$ cat src/rtl/controller_pkg.sv
// Shared types for the accumulator CPU sequencer: opcode and state
// encodings plus the packed control-strobe bundle.
package controller_pkg;

    localparam int unsigned OPCODE_W = 3;
    localparam int unsigned STATE_W  = 4;

    // Instruction opcodes as held in the IR
    typedef enum logic [OPCODE_W-1:0] {
        HLT = 3'd0,
        SKZ = 3'd1,
        ADD = 3'd2,
        AND = 3'd3,
        XOR = 3'd4,
        LDA = 3'd5,
        STO = 3'd6,
        JMP = 3'd7
    } opcode_t;

    // Sequencer states; nine legal values in a 4-bit encoding
    typedef enum logic [STATE_W-1:0] {
        INST_ADDR  = 4'd0,
        INST_FETCH = 4'd1,
        INST_LOAD  = 4'd2,
        IDLE       = 4'd3,
        OP_ADDR    = 4'd4,
        OP_FETCH   = 4'd5,
        ALU_OP     = 4'd6,
        STORE      = 4'd7,
        HALTED     = 4'd8
    } state_t;

    // Control strobes driven around the datapath
    typedef struct packed {
        logic mem_rd;
        logic mem_wr;
        logic load_ir;
        logic load_ac;
        logic inc_pc;
        logic load_pc;
        logic sel;
        logic halt;
    } ctrl_t;

    // Opcodes whose result is written into the accumulator
    function automatic logic is_aluop(input opcode_t op);
        return (op == ADD) || (op == AND) || (op == XOR) || (op == LDA);
    endfunction

endpackage

$ cat src/rtl/controller.sv
// Instruction-sequencing FSM for the 8-bit accumulator CPU.
// Every instruction walks eight states; HLT parks the machine in HALTED
// until reset. Strobes are a combinational decode of state, opcode, zero.
//
// Ports:
//   clk      rising-edge clock
//   rst_     synchronous active-low reset
//   opcode   current IR opcode (used from OP_ADDR through STORE)
//   zero     accumulator-is-zero flag (used only in ALU_OP)
//   mem_rd   memory read enable
//   mem_wr   memory write enable
//   load_ir  IR load enable
//   load_ac  accumulator load enable
//   inc_pc   PC increment enable
//   load_pc  PC parallel-load enable
//   sel      address mux select (1 = PC, 0 = IR operand)
//   halt     processor halted
module controller
    import controller_pkg::*;
(
    input  logic    clk,
    input  logic    rst_,
    input  opcode_t opcode,
    input  logic    zero,
    output logic    mem_rd,
    output logic    mem_wr,
    output logic    load_ir,
    output logic    load_ac,
    output logic    inc_pc,
    output logic    load_pc,
    output logic    sel,
    output logic    halt
);

    state_t state;
    state_t state_next;
    ctrl_t  ctrl;
    logic   aluop;

    assign aluop = is_aluop(opcode);

    // State register
    always_ff @(posedge clk) begin
        if (!rst_) begin
            state <= INST_ADDR;
        end else begin
            state <= state_next;
        end
    end

    // Next-state and strobe decode
    always_comb begin
        state_next = state;
        ctrl       = '0;
        case (state)
            INST_ADDR: begin
                ctrl.sel   = 1'b1;
                state_next = INST_FETCH;
            end
            INST_FETCH: begin
                ctrl.sel    = 1'b1;
                ctrl.mem_rd = 1'b1;
                state_next  = INST_LOAD;
            end
            INST_LOAD: begin
                ctrl.sel     = 1'b1;
                ctrl.mem_rd  = 1'b1;
                ctrl.load_ir = 1'b1;
                state_next   = IDLE;
            end
            IDLE: begin
                ctrl.sel     = 1'b1;
                ctrl.mem_rd  = 1'b1;
                ctrl.load_ir = 1'b1;
                state_next   = OP_ADDR;
            end
            OP_ADDR: begin
                ctrl.inc_pc = 1'b1;
                ctrl.halt   = (opcode == HLT);
                state_next  = (opcode == HLT) ? HALTED : OP_FETCH;
            end
            OP_FETCH: begin
                ctrl.mem_rd = aluop;
                state_next  = ALU_OP;
            end
            ALU_OP: begin
                ctrl.mem_rd  = aluop;
                ctrl.load_ac = aluop;
                ctrl.inc_pc  = (opcode == SKZ) && zero;
                ctrl.load_pc = (opcode == JMP);
                state_next   = STORE;
            end
            STORE: begin
                // JMP raises both; the PC gives load priority
                ctrl.mem_rd  = aluop;
                ctrl.load_ac = aluop;
                ctrl.mem_wr  = (opcode == STO);
                ctrl.inc_pc  = (opcode == JMP);
                ctrl.load_pc = (opcode == JMP);
                state_next   = INST_ADDR;
            end
            HALTED: begin
                ctrl.halt  = 1'b1;
                state_next = HALTED;
            end
            default: begin
                // Illegal encodings drive nothing and recover next edge
                state_next = INST_ADDR;
            end
        endcase
    end

    assign mem_rd  = ctrl.mem_rd;
    assign mem_wr  = ctrl.mem_wr;
    assign load_ir = ctrl.load_ir;
    assign load_ac = ctrl.load_ac;
    assign inc_pc  = ctrl.inc_pc;
    assign load_pc = ctrl.load_pc;
    assign sel     = ctrl.sel;
    assign halt    = ctrl.halt;

endmodule

$ cat config.mk
export PLATFORM = sky130hd
export DESIGN_NAME = controller
export DESIGN_NICKNAME = d
export VERILOG_FILES = /design/src/rtl/controller_pkg.sv /design/src/rtl/controller.sv
export SDC_FILE = /design/constraint.sdc
export NUM_CORES = 1
export LEC_CHECK = 0
export CAP_MARGIN = 20
export CORE_AREA = 2 2 39 41
export DETAILED_ROUTE_END_ITERATION = 16
export DIE_AREA = 0 0 41 43
export GPL_TIMING_DRIVEN = 0
export PLACE_DENSITY = 0.47
export SYNTH_ARGS = -nofsm -noshare
export SYNTH_HDL_FRONTEND = slang
export SYNTH_SLANG_ARGS = --single-unit
$ cat constraint.sdc
create_clock -name clk -period 1.9 [get_ports clk]
set_clock_uncertainty 0.15 [all_clocks]
set_input_delay 0.285 -clock clk [delete_from_list [all_inputs] [get_ports clk]]
set_output_delay 0.285 -clock clk [all_outputs]
set_load 0.01 [all_outputs]
==> results of run 1 <==
-- layout make-up --
class                           count  area [um^2]
Multi-Input combinational cell     31          205
Tap cell                           16         20.0
Timing Repair Buffer               16          129
Clock buffer                        3         22.5
Fill cell                         159          921
Sequential cell                     4         86.3
-- synth_stat cells --
cell       instances  area share, %
or4b_1             1            3.6
nand2b_1           1            2.3
nor2_1             9             12
mux2_2             1            4.1
clkbuf_1           2            2.7
or4_1              1            2.7
nand4bb_1          1            4.1
nor2b_1            1            2.3
a21oi_1            2            3.6
o21a_1             1            2.7
nor3_2             1            3.6
mux2i_1            1            3.6
nand3_1            1            1.8
nor3_1             2            3.6
nand2_1            3            4.1
and2_1             1            2.3
a211oi_1           1            2.7
dfxtp_1            4             29
nand4b_1           1            3.2
xnor2_1            2            6.3
-- routing by layer --
metal	up-vias	track usage (%)	part of all wire, %
met5	-	0	0
met4	0	6.00	1.4
met3	2	3.66	8.9
met2	14	11.9	44
met1	134	13.4	46
li1	163	-	-
-- power breakdown --
group | total, uW | internal (uW) | leakage [uW] | switching [uW]
clock | 104 | 70.5 | 0.0000138 | 33.5
sequential | 102 | 89.9 | 0.0000341 | 12.3
combinational | 57.4 | 32.8 | 0.000162 | 24.6
total | 264 | 193 | 0.000210 | 70.4
-- kinds of logic (layout without fill, tap and decap cells) --
family / Yosys count / in the layout / synth area share (%)
flip-flops: 4 / 4 / 28.8
multiplexers: 2 / 2 / 7.66
AO/OA/AOI/OAI: 4 / 4 / 9.01
buffers and inverters: 2 / 19 / 2.70
AND/OR/NAND/NOR: 23 / 23 / 45.5
XOR/XNOR: 2 / 2 / 6.31
-- tightest hold or removal path: stages --
cell and delay [ns]:
clkbuf_2 0.12, or4_1 0.11, a21oi_1 0.06, nor3_1 0.11
-- stage by stage --
step	cells	utilization, %	total power [uW]	worst slack (ns)
2_1_floorplan	37	-	131	0.159
3_3_place_gp	66	30.9	166	-0.841
3_5_place_dp	66	30.9	166	-0.843
4_1_cts	68	33.1	268	-0.145
5_1_grt	70	33.5	285	-0.194
6_report	70	33.5	264	-0.103
-- worst paths after layout --
kind,startpoint,endpoint,depth (start not counted)
max,state[2],halt,4
min reg2reg,state[2],state[2],2
max reg2reg,state[2],state[3],3
min,opcode[0],state[2],4
-- what timing repair did --
action,CTS,global route
buffers inserted,1,2
endpoints found under the setup margin,7,1
gates cloned,0,0
resized for setup,23,5
pin swaps,1,0
==> run metrics, run 1 <==
CP top delay family simple AND/OR/NAND/NOR gates; global-route wire length before repair about 1.1 mm; largest net degree at the start of global routing 10; WP data arrival between 1.5 and 2 ns; HPWL Detailed 481 um; area of the core about 0.0014 mm^2; CP max stage delay about 0.46 ns; Leak 0.000210 uW; Initial DRC Count 2; Ys Warns 0; Mapped Nets 43; setup TNS -0.103 ns; commonest non-fill, non-tap cells in the layout 9 x nor2_1, 5 x dlygate4sd2_1; Syn Std Cell Area roughly 280 um^2; layout cell share with drive strength beyond 1 a little under a third; Initial Util approximately 20%; Avg Vias per Cell roughly 4.5; Rel. slew slack between 80% and 90%; aggregate routed wire length approximately 720 um; #FFs+latches synth 4; die area approximately 0.0018 mm^2; # rows 14; final setup margin -0.103 ns; detailed-router iteration count before antenna repair 4; total CTS buffers 3; cell count after synthesis 37; io pins 14; Max Transition Viols Final 0; CTS tree yes; DR WL/cell approximately 10 um; min Tclk post-route between 2 and 2.5 ns; top flop regs state x4; hold buffer count at CTS 0; Die Height 43 um; outcome finished, violations left; sequential area share after synthesis between 20 and 30%; Die Wd just over 40 um; period utilization 105%; synth-to-layout area growth 66.7%; max_cap viols 0; PortBufs 13; worst-path fanout max 4; Buf+Inv Stages, Crit Path 1; Worst-path clk slew about 0.03 ns; Syn Area/Cell 7.51 um^2; commonest non-fill, non-tap cell in the layout nor2_1; RSZ-0062 raised after global routing yes; crit-path cells or4b_4 > mux2_4 > nor3_2 > buf_2; vias in the first global route between 200 and 300; layout net count between 60 and 70; routed via count around 310; final hold vios 0; Power Density between 500 and 600 mW/mm^2; Antenna diodes 0; placed cell area ~430 um^2; Final ANT Viol Nets 0; total track usage under 10%; pin slew with the least headroom to its limit ~0.24 ns; Biggest register state; Startpoint Class register; Root Driver clkbuf_4; H-tree levels 1; clk_lat worst skew 0.24 ns; setup violators final 1; failing checks negative setup slack; max reg flops 4; initial antenna violation count 0; Peak VDD IR 0.139 mV; Hold Crit Class input port to register; flop2flop setup slack around 0.50 ns; Netlist cell types 20; achievable clock frequency 499 MHz; element type at the critical path end primary output; Final Instance Area 463 um^2; Worst EP required 1.46 ns; DR DRC count 0; Hold Slack roughly 0.36 ns; CTS Sinks 4; Critical-path top delay cell or4b_4; crit path kind register to primary output; GPL Wtd Cong 0.682; GR Overflow Total 0; clock tree buffer depth 2
Note: power is estimated with default switching activity, not from simulation.
==> run 2, diff against run 1 <==
==> constraint.sdc (replaced) <==
create_clock -name clk -period 2.5 [get_ports clk]
set_clock_uncertainty 0.15 [all_clocks]
set_input_delay 0.375 -clock clk [delete_from_list [all_inputs] [get_ports clk]]
set_output_delay 0.375 -clock clk [all_outputs]
set_load 0.01 [all_outputs]
==> run 2 against run 1 <==
Against the previous run:
- critical path depth up 1
- the flow now finishes without violations
- total power down 23%
- register-to-register slack better by 0.47 ns
- sequential share of layout area down 0.77 points
- worst hold slack better by 0.11 ns
- via count down 3.2%
- wire length down 7.5%
- clock-buffer cell count unchanged
==> run metrics, run 2 (synthesis gave the netlist of run 1 again) <==
outcome finished, final reports clean; CP top delay family simple AND/OR/NAND/NOR gates; RSZ-0062 raised after global routing no; initial antenna violation count 0 (unchanged); layout cell share with drive strength beyond 1 11.3% (-20 points); top flop regs state x4; total track usage 9.31% (-0.30 points); flop2flop setup slack 0.97 ns (+0.47 ns); CTS tree yes; hold buffer count at CTS 0 (unchanged); vias in the first global route 253 (-3.8%); GR Overflow Total 0 (unchanged); WP data arrival 1.86 ns (+0.29 ns); H-tree levels 1 (unchanged); CP max stage delay 0.55 ns (+0.09 ns); Power Density 451 mW/mm^2 (-21%); min Tclk post-route 2.38 ns; crit-path cells dlygate4sd2_1 > or4b_1 > mux2_2 > nor3_2 > clkdlybuf4s15_2; final core occ 32.4% (-1.1 points); sw frac 26.5% (-0.20 points); PortBufs 13 (unchanged); pin slew with the least headroom to its limit 0.429 ns (+0.187 ns); final hold vios 0 (unchanged); Initial DRC Count 4 (+2); Initial Util 20.1% (unchanged); routed via count 303 (-3.2%); Worst-path clk slew 0.03 ns (about the same); Buf+Inv Stages, Crit Path 2 (+1); max reg flops 4 (unchanged); clock share of power 39.3% (-0.2 points); DR WL/cell 9.65 um (-6.2%); Die Height 43 um (unchanged); Root Driver clkbuf_4; Peak VDD IR 0.123 mV (-11%); P_sw 53.6 uW (-24%); commonest non-fill, non-tap cells in the layout 9 x nor2_1, 9 x clkdlybuf4s50_1, 4 x dfxtp_1; synth-to-layout area growth 61.3%; Hold Crit Class register to register; GPL Wtd Cong 0.682 (unchanged); Die Wd 41 um (unchanged); max_cap viols 0 (unchanged); io pins 14 (unchanged); Inst Count DP 66 (unchanged); capture point of the worst reg-to-reg path state[2]; Final Instance Area 448 um^2 (-3.2%); Biggest register state; Hold Slack 0.460 ns (+0.105 ns); DR DRC count 0 (unchanged); largest net degree at the start of global routing 10 (unchanged); start of the worst register-to-register path state[0]; element type at the critical path end primary output; Final ANT Viol Nets 0 (unchanged); Avg Vias per Cell 4.39 (-1.8%); CTS Sinks 4 (unchanged); sequential power share 34.7% (-4.1 points); Critical-path top delay cell or4b_1; clock tree buffer depth 2 (unchanged); period utilization about 95%; # rows 14 (unchanged); total CTS buffers 3 (unchanged); Max Transition Viols Final 0 (unchanged); crit path kind input port to primary output; M3 GR Usage 3.66% (unchanged); detailed-router iteration count before antenna repair 2 (-2); Rel. slew slack 71.4% (-12 points); fillers 156 (-1.9%); area of the core 0.00138 mm^2 (unchanged); GRT busiest layer met1; total power draw 202 uW (-23%); aggregate routed wire length 666 um (-7.5%); Int Power 149 uW (-23%); global-route wire length before repair 1.10 mm (-3.0%); grt met1 use 13.7% (+0.32 points); Startpoint Class input port; met2 Track Usage GR 10.6% (-1.2 points); Reg2Reg Depth 4 (+1); clk_lat worst skew 0.24 ns (about the same); Leak 0.000153 uW (-27%); setup bufs post-CTS 0 (-1); non-filler cells, final 69 (-1.4%); layout net count 61 (-1.6%); HPWL Detailed 481 um (unchanged); Comb power frac 26.0% (+4.2 points); die area 0.00176 mm^2 (unchanged); Antenna diodes 0 (unchanged); Critical Path Stages 5 (+1); achievable clock frequency roughly 420 MHz; CP startpoint opcode[2]; worst-path fanout max 6 (+2); placed cell area 428 um^2 (unchanged); Worst EP required 1.98 ns (+0.52 ns); setup violators final 0 (-1); Setup crit end halt
==> run 2: cell types whose count changed in the layout (fill, tap and decap cells not counted), sizes merged <==
cell,before,now
buf,5,0
clkdlybuf4s15,0,1
clkdlybuf4s50,3,9
dlygate4sd2,5,3
dlymetal6s2s,1,0
==> run 2: layer usage <==
metal | vias up | part of all wire (%)
li1 | 161 | -
met4 | 0 | 2.9
met2 | 14 | 37
met5 | - | 0
met3 | 3 | 8.6
met1 | 125 | 51
==> run 2: worst register-to-register path, cell delays in order (launching register included) <==
cell,delay (ns)
dfxtp_1,0.28
clkbuf_1,0.21
or4_1,0.56
a21oi_1,0.15
nor3_1,0.05
==> run 2: metrics by stage <==
stage | worst slack, ns | setup TNS [ns]
after CTS | 0.111 | 0
after global routing | 0.00415 | 0
after detailed placement | -0.423 | -0.423
final | 0.118 | 0
after floorplan | 0.612 | 0
after global placement | -0.421 | -0.421
==> run 2: how the worst min path moves through the flow <==
stage / from / slack (ns) / end / cells past startpoint
floorplan: rst_ / 0.34 / state[3] / 2
global placement: state[2] / 0.46 / state[2] / 2
detailed placement: state[2] / 0.46 / state[2] / 2
CTS: state[2] / 0.47 / state[2] / 2
global route: state[2] / 0.52 / state[2] / 2
finish: state[2] / 0.46 / state[2] / 2
==> run 2: cell type report <==
type                    count  area (um^2)  area share [%]
plain buffers               2         7.51            1.68
clock buffers               3         22.5            5.03
multi-input cells          31          190            42.5
flip-flops and latches      4         80.1            17.9
well taps                  16         20.0            4.47
repair buffers             13          128            28.5
==> run 2: power by group through the flow <==
stage | clock network, uW | logic, uW | registers (uW)
6_report | 79.5 | 52.5 | 70.1
5_1_grt | 89.8 | 58.0 | 70.4
4_1_cts | 82.6 | 53.1 | 70.2
3_5_place_dp | 0 | 54.7 | 71.1
3_3_place_gp | 0 | 55.1 | 71.0
2_1_floorplan | 0 | 29.2 | 70.4
==> run 2: timing repair <==
item                                    4_1_cts  5_1_grt
gates resized for setup                       6        0
endpoints found under the setup margin        1        0
endpoints found under the hold margin         0        0
